## config.mk

```make
export PLATFORM = sky130hd
export DESIGN_NAME = cpu_control_unit
export DESIGN_NICKNAME = d
export VERILOG_FILES = /design/src/rtl/cpu_control_unit.sv
export SDC_FILE = /design/constraint.sdc
export NUM_CORES = 1
export LEC_CHECK = 0
export BUFFER_PORTS_ARGS = -buffer_cell sky130_fd_sc_hd__buf_4
export CORE_AREA = 4 4 41 43
export DETAILED_ROUTE_END_ITERATION = 8
export DIE_AREA = 0 0 45 47
export GPL_ROUTABILITY_DRIVEN = 0
export HOLD_SLACK_MARGIN = 0.03
export PLACE_DENSITY_LB_ADDON = 0.25
export SLEW_MARGIN = 20
export SYNTH_ARGS = -nofsm -noshare
export SYNTH_HDL_FRONTEND = slang
export SYNTH_SLANG_ARGS = --single-unit
```

## constraint.sdc

```tcl
create_clock -name clk_main -period 2.4 [get_ports clk_main]
set_input_delay 0.12 -clock clk_main [delete_from_list [all_inputs] [get_ports clk_main]]
set_output_delay 0.12 -clock clk_main [all_outputs]
set_load 0.02 [all_outputs]
```

## src/rtl/cpu_control_unit.sv

```systemverilog
// cpu_control_unit
// Multi-cycle control FSM for the 16-bit CPU. Each instruction is fetched
// from memory, the instruction register is loaded, the opcode is decoded and
// the datapath/memory controls are driven until the instruction retires.
//
// State table
//   state       | meaning
//   FETCH   (0) | request instruction word at PC, wait for mem_ack
//   LOAD_IR (1) | load instruction register, PC += 1
//   EXEC    (2) | decode opcode: ALU/LDI/branch/NOP retire, LD/ST go to MEM
//   MEM     (3) | data access at R[SA] for LD/ST, wait for mem_ack
//   HALT    (4) | stopped until reset
//   5..7        | illegal: all outputs 0, return to FETCH
//
// Ports
//   clk_main                in   system clock (posedge)
//   reset                   in   synchronous active-high reset
//   opcode[3:0]             in   opcode from the instruction register
//   alu_z, alu_n            in   ALU zero/negative of the current operation
//   mem_ack                 in   memory completion for the current request
//   il, pc_inc, pc_load     out  IR load, PC increment, PC <= R[SA]
//   rf_we, fs[3:0], mb, md  out  register write, ALU function, B=SB, data=mem
//   mem_req, mem_we         out  memory request (held until ack), write
//   addr_sel                out  memory address: 0 = PC, 1 = R[SA]
//   z_flag, n_flag          out  registered ALU status flags
//   halted                  out  CPU stopped
//   state[2:0]              out  current state (debug)
module cpu_control_unit (
    input  logic       clk_main,
    input  logic       reset,
    input  logic [3:0] opcode,
    input  logic       alu_z,
    input  logic       alu_n,
    input  logic       mem_ack,
    output logic       il,
    output logic       pc_inc,
    output logic       pc_load,
    output logic       rf_we,
    output logic [3:0] fs,
    output logic       mb,
    output logic       md,
    output logic       mem_req,
    output logic       mem_we,
    output logic       addr_sel,
    output logic       z_flag,
    output logic       n_flag,
    output logic       halted,
    output logic [2:0] state
);

    typedef enum logic [2:0] {
        ST_FETCH   = 3'd0,
        ST_LOAD_IR = 3'd1,
        ST_EXEC    = 3'd2,
        ST_MEM     = 3'd3,
        ST_HALT    = 3'd4
    } state_t;

    localparam logic [3:0] OP_LDI = 4'h9;
    localparam logic [3:0] OP_LD  = 4'hA;
    localparam logic [3:0] OP_ST  = 4'hB;
    localparam logic [3:0] OP_BZ  = 4'hC;
    localparam logic [3:0] OP_BN  = 4'hD;
    localparam logic [3:0] OP_JMP = 4'hE;
    localparam logic [3:0] OP_HLT = 4'hF;

    state_t state_q, state_d;
    logic   flag_upd;

    always_ff @(posedge clk_main) begin
        if (reset) begin
            state_q <= ST_FETCH;
            z_flag  <= 1'b0;
            n_flag  <= 1'b0;
        end else begin
            state_q <= state_d;
            if (flag_upd) begin
                z_flag <= alu_z;
                n_flag <= alu_n;
            end
        end
    end

    always_comb begin
        state_d  = state_q;
        flag_upd = 1'b0;
        il       = 1'b0;
        pc_inc   = 1'b0;
        pc_load  = 1'b0;
        rf_we    = 1'b0;
        fs       = 4'h0;
        mb       = 1'b0;
        md       = 1'b0;
        mem_req  = 1'b0;
        mem_we   = 1'b0;
        addr_sel = 1'b0;
        halted   = 1'b0;
        state    = state_q;

        case (state_q)
            ST_FETCH: begin
                mem_req = 1'b1;
                if (mem_ack) state_d = ST_LOAD_IR;
            end
            ST_LOAD_IR: begin
                il      = 1'b1;
                pc_inc  = 1'b1;
                state_d = ST_EXEC;
            end
            ST_EXEC: begin
                state_d = ST_FETCH;
                case (opcode)
                    4'h1, 4'h2, 4'h3, 4'h4, 4'h5, 4'h6, 4'h7, 4'h8: begin
                        fs       = opcode;
                        rf_we    = 1'b1;
                        flag_upd = 1'b1;
                    end
                    // fs stays 0 so the ALU passes the zero-extended SB field
                    OP_LDI: begin
                        mb    = 1'b1;
                        rf_we = 1'b1;
                    end
                    OP_LD, OP_ST: state_d = ST_MEM;
                    OP_BZ:  pc_load = z_flag;
                    OP_BN:  pc_load = n_flag;
                    OP_JMP: pc_load = 1'b1;
                    OP_HLT: state_d = ST_HALT;
                    default: ;
                endcase
            end
            ST_MEM: begin
                mem_req  = 1'b1;
                addr_sel = 1'b1;
                if (opcode == OP_LD) begin
                    md    = 1'b1;
                    rf_we = mem_ack;
                end
                if (opcode == OP_ST) mem_we = 1'b1;
                if (mem_ack) state_d = ST_FETCH;
            end
            ST_HALT: halted = 1'b1;
            default: begin
                state_d = ST_FETCH;
                state   = 3'd0;
            end
        endcase

        // Reset masks every control so an aborted instruction never writes.
        if (reset) begin
            il       = 1'b0;
            pc_inc   = 1'b0;
            pc_load  = 1'b0;
            rf_we    = 1'b0;
            fs       = 4'h0;
            mb       = 1'b0;
            md       = 1'b0;
            mem_req  = 1'b0;
            mem_we   = 1'b0;
            addr_sel = 1'b0;
            halted   = 1'b0;
            state    = 3'd0;
        end
    end

endmodule

```

==> results.py, run 1 <==
metrics = {
    "clock_tree": {
        "post_cts_buffers": 0,
        "ctsLongestPathBuffers": 2,
        "cts_buffers": 3,
        "clk_pin_slew_ns": 0.04,
        "cts_tree": "yes",
        "hold_buffers": 0,
        "cts_resized": 0,
        "clk-insertion-delay-late_ns": 0.24,
        "root_buffer": "clkbuf_4",
        "cts_max_level": 1,
        "cts_sinks": 5,
    },
    "logic_synthesis": {
        "async_flop_share_pct": 0,
        "synthDistinctLibCells": 26,
        "syn_nets": 65,
        "synth-edff-count": 0,
        "synth_seq_area_share_pct": 21.8,
        "synth_cells": 56,
        "synth_top_cells_by_area": "dfxtp_1 22%, and3_1 8.2%, and2_1 6.8%",
        "synthesis.area_sq_um": 459,
        "yosys.area.top_type": "dfxtp_1",
        "ys.flop_type": "dfxtp_1",
        "synth_warnings": 0,
        "ys_ff_latch": 5,
        "syn_avg_cell_area_sq_um": 8.20,
        "yosys.area.top_type_share_pct": 21.8,
    },
    "sta": {
        "fin_crit_sh_pct": 71.4,
        "hold_viol": 0,
        "tightestPinTransition_ns": 0.462,
        "max_freq_ghz": 0.583,
        "setup_tns_ns": 0,
        "rsz0062_at_grt": "no",
        "setup_viol": 0,
        "fin_skew_ns": 0.00257,
        "slew-limit-headroom_pct": 68.8,
        "period_needed_ns": 1.71,
        "slew_viol_final": 0,
    },
    "place": {
        "dp.cells": 93,
        "portBuffers": 27,
        "hpwl_microns": 872,
    },
    "final_layout": {
        "fin_nets": 92,
        "layout_commonest_cell": "buf_4",
        "fillers": 138,
        "multi_input_comb_area_sq_um": 318,
        "finalNonFillerCells": 97,
        "diodes": 0,
        "area_growth_pct": 45.8,
        "drive_gt1_share_pct": 40.2,
        "layout_common_cells": "27 x buf_4, 6 x and3_1, 5 x and2_1, 5 x dfxtp_1",
        "regArea_sq_um": 100,
    },
    "critical_path": {
        "worstSetupPathType": "reg -> out",
        "startpoint": "state_q[0]$_SDFFE_PP0P_",
        "slowest_delay_ns": 0.43,
        "critPathCaptureType": "output port",
        "cpMaxStageDelayCell": "nor4b_2",
        "r2r_start": "state_q[0]$_SDFFE_PP0P_",
        "path_cells": "nor4b_2 > and2_1 > and3_1 > buf_4",
        "cp_top_family": "simple AND/OR/NAND/NOR gates",
        "cp.buffers_inverters": 1,
        "critPathMaxFanout": 13,
        "critPathArrivalTime_ns": 1.59,
        "cp.required_ns": 2.28,
        "crit_path_start_kind": "flip-flop",
    },
    "detailed_routing": {
        "viasPerCell": 5.00,
        "totalWireLength_microns": 1120,
        "drc": 0,
        "drtIter0Drc": 3,
        "ant_nets": 0,
        "wl_per_cell_microns": 11.5,
        "num_vias": 485,
        "dr.pass1.iters": 3,
    },
    "worst_hold_path": {
        "hp-class": "in -> reg",
        "worstHoldStart": "alu_z",
    },
    "grt": {
        "grtUsageMet2_pct": 19.5,
        "grt_use_met3_pct": 2.68,
        "overflow": 0,
        "grt_max_degree": 14,
        "grt_use_met1_pct": 14.3,
        "antenna_found_initial": 0,
        "grt-busiest-layer": "met2",
        "grt.total_usage_pct": 12.2,
        "grt_pass1_wl_microns": 1860,
        "grt_pass1_vias": 421,
    },
    "die": {
        "ioPinCount": 28,
        "rows": 13,
        "die_area_sq_um": 2120,
        "initial_core_util_pct": 35.3,
        "core_sq_um": 1300,
        "die_w_microns": 45,
        "die_h_microns": 47,
    },
    "power": {
        "ir_worst_vdd_mv": 0.272,
        "p_leak_nw": 0.342,
        "p_per_area_nw_per_um2": 377,
    },
    "status": {
        "status": "finished, final reports clean",
    },
    "run": {
        "cap_violations": 0,
    },
}
power by group:
group          switching [mW]  internal, mW  leakage [nW]  total, mW
Clock                  0.0353        0.0629        0.0150     0.0982
Sequential            0.00650        0.0867        0.0407     0.0932
Combinational          0.0314        0.0297         0.286     0.0612
Total                  0.0733         0.179         0.342      0.253
cells by family (layout without fill, tap and decap cells):
group	count (synthesis)	in the layout	synth area share (%)
AO/OA/AOI/OAI	9	9	13.6
multiplexers	3	3	6.54
flip-flops	5	5	21.8
buffers and inverters	6	32	8.99
AND/OR/NAND/NOR	33	33	49.0
per-layer routing:
| metal | part of all wire [%] | vias up |
|---|---|---|
| met5 | 0 | - |
| met4 | 0 | 0 |
| met1 | 40 | 216 |
| met3 | 6.8 | 0 |
| li1 | - | 257 |
| met2 | 53 | 12 |
synth_stat cells, types with 2 or more instances:
library cell / count
and2_1: 5
clkbuf_1: 2
o21ai_0: 4
mux2i_1: 3
nand3_1: 2
nor2_1: 4
nand2b_1: 4
nor2b_1: 2
nor4b_1: 2
and3_1: 6
buf_6: 2
and4b_1: 2
dfxtp_1: 5
sequential cells by signal (all words and copies together) (netlist names):
register and cells:
state_q 3, z_flag 1, n_flag 1
final timing paths:
kind | to | slack, ns | depth (start not counted)
setup / recovery | pc_load | 0.69 | 4
hold / removal | z_flag$_SDFFE_PP0P_ | 0.15 | 3
setup reg to reg | state_q[2]$_SDFFE_PP0P_ | 1.11 | 3
hold reg to reg | n_flag$_SDFFE_PP0P_ | 0.50 | 2
worst min-delay path, stage by stage:
cell      delay (ns)
buf_4           0.11
nand2b_1        0.06
mux2i_1         0.06
final cells by class:
type	instances	share of cell area, %
multi-input combinational	45	47.5
timing repair buffer	27	30.3
sequential	5	15.0
clock buffer	4	3.93
tap	15	2.80
inverter	1	0.561
through the flow:
step,utilization [%],hold WS [ns],power [mW],area [sq um],setup WS (ns)
finish,51.4,0.154,0.253,669,0.685
global route,51.4,0.145,0.274,669,0.494
CTS,51.4,0.147,0.259,669,0.676
global placement,49.4,0.389,0.156,643,0.956
floorplan,-,0.276,0.132,459,0.818
detailed placement,49.4,0.403,0.156,643,0.944
No activity file was read; power rests on OpenSTA's default activity.
==> run 2, diff against run 1 <==
Settings changed: ABC_AREA from default to 1, CORE_AREA 4 4 41 43 to default, CORE_MARGIN from default to 4, CORE_UTILIZATION from default to 38, DIE_AREA 0 0 45 47 to default.
Clock period 2.4 ns to 1.66 ns, I/O delays scaled along.
==> results.py, run 2 <==
metrics = {
    "die": {
        "die_h_microns": 44.8,
        "die_w_microns": 44.8,
        "core_sq_um": 1190,
        "ioPinCount": 28,
        "initial_core_util_pct": 43.4,
        "rows": 12,
        "die_area_sq_um": 2010,
    },
    "power": {
        "switching_share_pct": 35.9,
        "p_leak_nw": 0.380,
        "seqPwrFrac_pct": 30.9,
        "internal-power_mw": 0.291,
        "ir_worst_vdd_mv": 0.425,
        "power.switching_mw": 0.163,
        "p_clk_share_pct": 29.0,
        "p_comb_share_pct": 40.1,
        "p_per_area_nw_per_um2": 607,
    },
    "clock_tree": {
        "cts_max_level": 1,
        "ctsLongestPathBuffers": 2,
        "post_cts_buffers": 0,
        "hold_buffers": 0,
        "cts_resized": 0,
        "cts_buffers": 3,
        "clk-insertion-delay-late_ns": 0.23,
        "cts_sinks": 5,
        "clk_pin_slew_ns": 0.04,
        "cts_tree": "yes",
        "root_buffer": "clkbuf_4",
    },
    "detailed_routing": {
        "viasPerCell": 4.99,
        "drtIter0Drc": 14,
        "wl_per_cell_microns": 10.7,
        "dr.pass1.iters": 4,
        "num_vias": 624,
        "totalWireLength_microns": 1330,
        "ant_nets": 0,
        "drc": 0,
    },
    "logic_synthesis": {
        "synth_seq_area_share_pct": 19.5,
        "synth_compound_area_share_pct": 9.00,
        "synthSimpleGateAreaFrac_pct": 59.6,
        "synth_top_family_by_area": "simple AND/OR/NAND/NOR gates",
        "synth-edff-count": 0,
        "yosys.area.top_type": "dfxtp_1",
        "synthDistinctLibCells": 22,
        "synth_top_cells_by_area": "dfxtp_1 19%, nand2_1 11%, nor2_4 11%",
        "yosys.area.top_type_share_pct": 19.5,
        "ys_ff_latch": 5,
        "synth_fa_ha_area_share_pct": 0,
        "ys.flop_type": "dfxtp_1",
        "synth_common_cells": "15 x nand2_1, 13 x nor2_1, 9 x inv_1, 5 x dfxtp_1, 5 x nor2_4",
        "yosysMostFrequentCell": "nand2_1",
        "synth-xor-area-share_pct": 0,
        "synthesis.area_sq_um": 514,
        "syn_avg_cell_area_sq_um": 6.27,
        "synth_warnings": 0,
        "synth_cells": 82,
        "syn_nets": 91,
        "async_flop_share_pct": 0,
        "synthMuxAreaShare_pct": 0,
    },
    "sta": {
        "hold_viol": 0,
        "hold_ws_ns": 0.123,
        "fin_crit_sh_pct": 86.4,
        "period_needed_ns": 1.43,
        "slew-limit-headroom_pct": 83.0,
        "setup_viol": 0,
        "slew_viol_final": 0,
        "setup_tns_ns": 0,
        "tightestPinTransition_ns": 0.253,
        "max_freq_ghz": 0.698,
        "fin_skew_ns": 0.000730,
        "rsz0062_at_grt": "no",
    },
    "critical_path": {
        "critPathCaptureType": "output port",
        "cp.required_ns": 1.58,
        "slowest_delay_ns": 0.35,
        "r2r_cells": 7,
        "path_cells": "inv_2 > nand2_2 > nor2_2 > nand2_2 > nor4_1 > buf_4",
        "path_common_cell": "nand2_2",
        "critPathMaxFanout": 6,
        "crit_path_start_kind": "flip-flop",
        "cpMaxStageDelayCell": "dfxtp_1",
        "worstSetupPathType": "reg -> out",
        "critPathArrivalTime_ns": 1.35,
    },
    "grt": {
        "antenna_found_initial": 0,
        "grt_pass1_vias": 569,
        "overflow": 0,
        "grt.total_usage_pct": 13.9,
        "grt_pass1_wl_microns": 2150,
        "grt_max_degree": 13,
    },
    "place": {
        "hpwl_microns": 1160,
        "place_area_sq_um": 722,
        "portBuffers": 27,
    },
    "final_layout": {
        "area_growth_pct": 45.5,
        "fillers": 123,
        "layout_common_cells": "27 x buf_4, 15 x nand2_1, 13 x nor2_1, 9 x inv_1",
        "design_area_sq_um": 748,
        "largest_reg_flops": 3,
        "regArea_sq_um": 100,
        "drive_gt1_share_pct": 41.4,
        "layout_commonest_cell": "buf_4",
        "largest_register": "state_q",
        "fin_nets": 121,
        "diodes": 0,
        "largestRegisters": "state_q x3, n_flag x1, z_flag x1",
        "multi_input_comb_area_sq_um": 353,
    },
    "worst_hold_path": {
        "hp-class": "in -> reg",
        "hold_depth": 2,
    },
    "run": {
        "cap_violations": 0,
    },
    "status": {
        "status": "finished, final reports clean",
    },
}
run 2: changes by cell type after synthesis, moves of 4 or more:
cell,before,now
nand2_1,1,15
nor2_1,4,13
inv_1,1,9
and2_1,5,0
and3_1,6,1
nor2_4,0,5
inv_2,0,4
nand2b_1,4,0
run 2: layout make-up:
cell class	instances	area share (%)
clock buffers	4	3.51
inverters	13	6.52
multi-input cells	62	47.2
flip-flops and latches	5	13.4
well taps	14	2.34
repair buffers	27	27.1
run 2: power by group through the flow:
stage	logic, mW	clock network (mW)	registers, mW
final	0.182	0.132	0.140
after global routing	0.201	0.139	0.142
after CTS	0.183	0.135	0.140
after detailed placement	0.182	0	0.142
after global placement	0.180	0	0.141
after floorplan	0.116	0	0.145
run 2: stage by stage:
stage          cells  utilization [%]  setup WS, ns  total power [mW]
2_1_floorplan     82                -         0.118             0.260
3_3_place_gp     121             60.9         0.509             0.321
3_5_place_dp     121             60.9         0.470             0.325
4_1_cts          125             63.1         0.224             0.459
5_1_grt          125             63.1        0.0624             0.482
6_report         125             63.1         0.227             0.454
run 2: worst paths after layout:
kind	end	startpoint	slack, ns
setup reg to reg	state_q[0]$_SDFFE_PP0P_	state_q[0]$_SDFFE_PP0P_	0.60
hold / removal	state_q[0]$_SDFFE_PP0P_	reset	0.12
hold reg to reg	z_flag$_SDFFE_PP0P_	z_flag$_SDFFE_PP0P_	0.51
setup / recovery	mb	state_q[2]$_SDFFE_PP0P_	0.23
run 2: cells by family after synthesis:
family | count (synthesis)
and+or+nand+nor | 54
buffers and inverters | 15
AOI/OAI and AO/OA | 8
DFF | 5
run 2: worst max-delay path: cells and delay by family, from the launching register on:
| kind | cells | cell delay, ns |
|---|---|---|
| buffers and inverters | 2 | 0.28 |
| flip-flops | 1 | 0.35 |
| AND/OR/NAND/NOR | 4 | 0.48 |
run 2: routing by layer:
| metal | GRT usage [%] | part of all wire [%] |
|---|---|---|
| met2 | 22.3 | 45 |
| met5 | 0 | 0 |
| met3 | 1.59 | 9.7 |
| met1 | 18.2 | 45 |
| met4 | 7.02 | 0.45 |
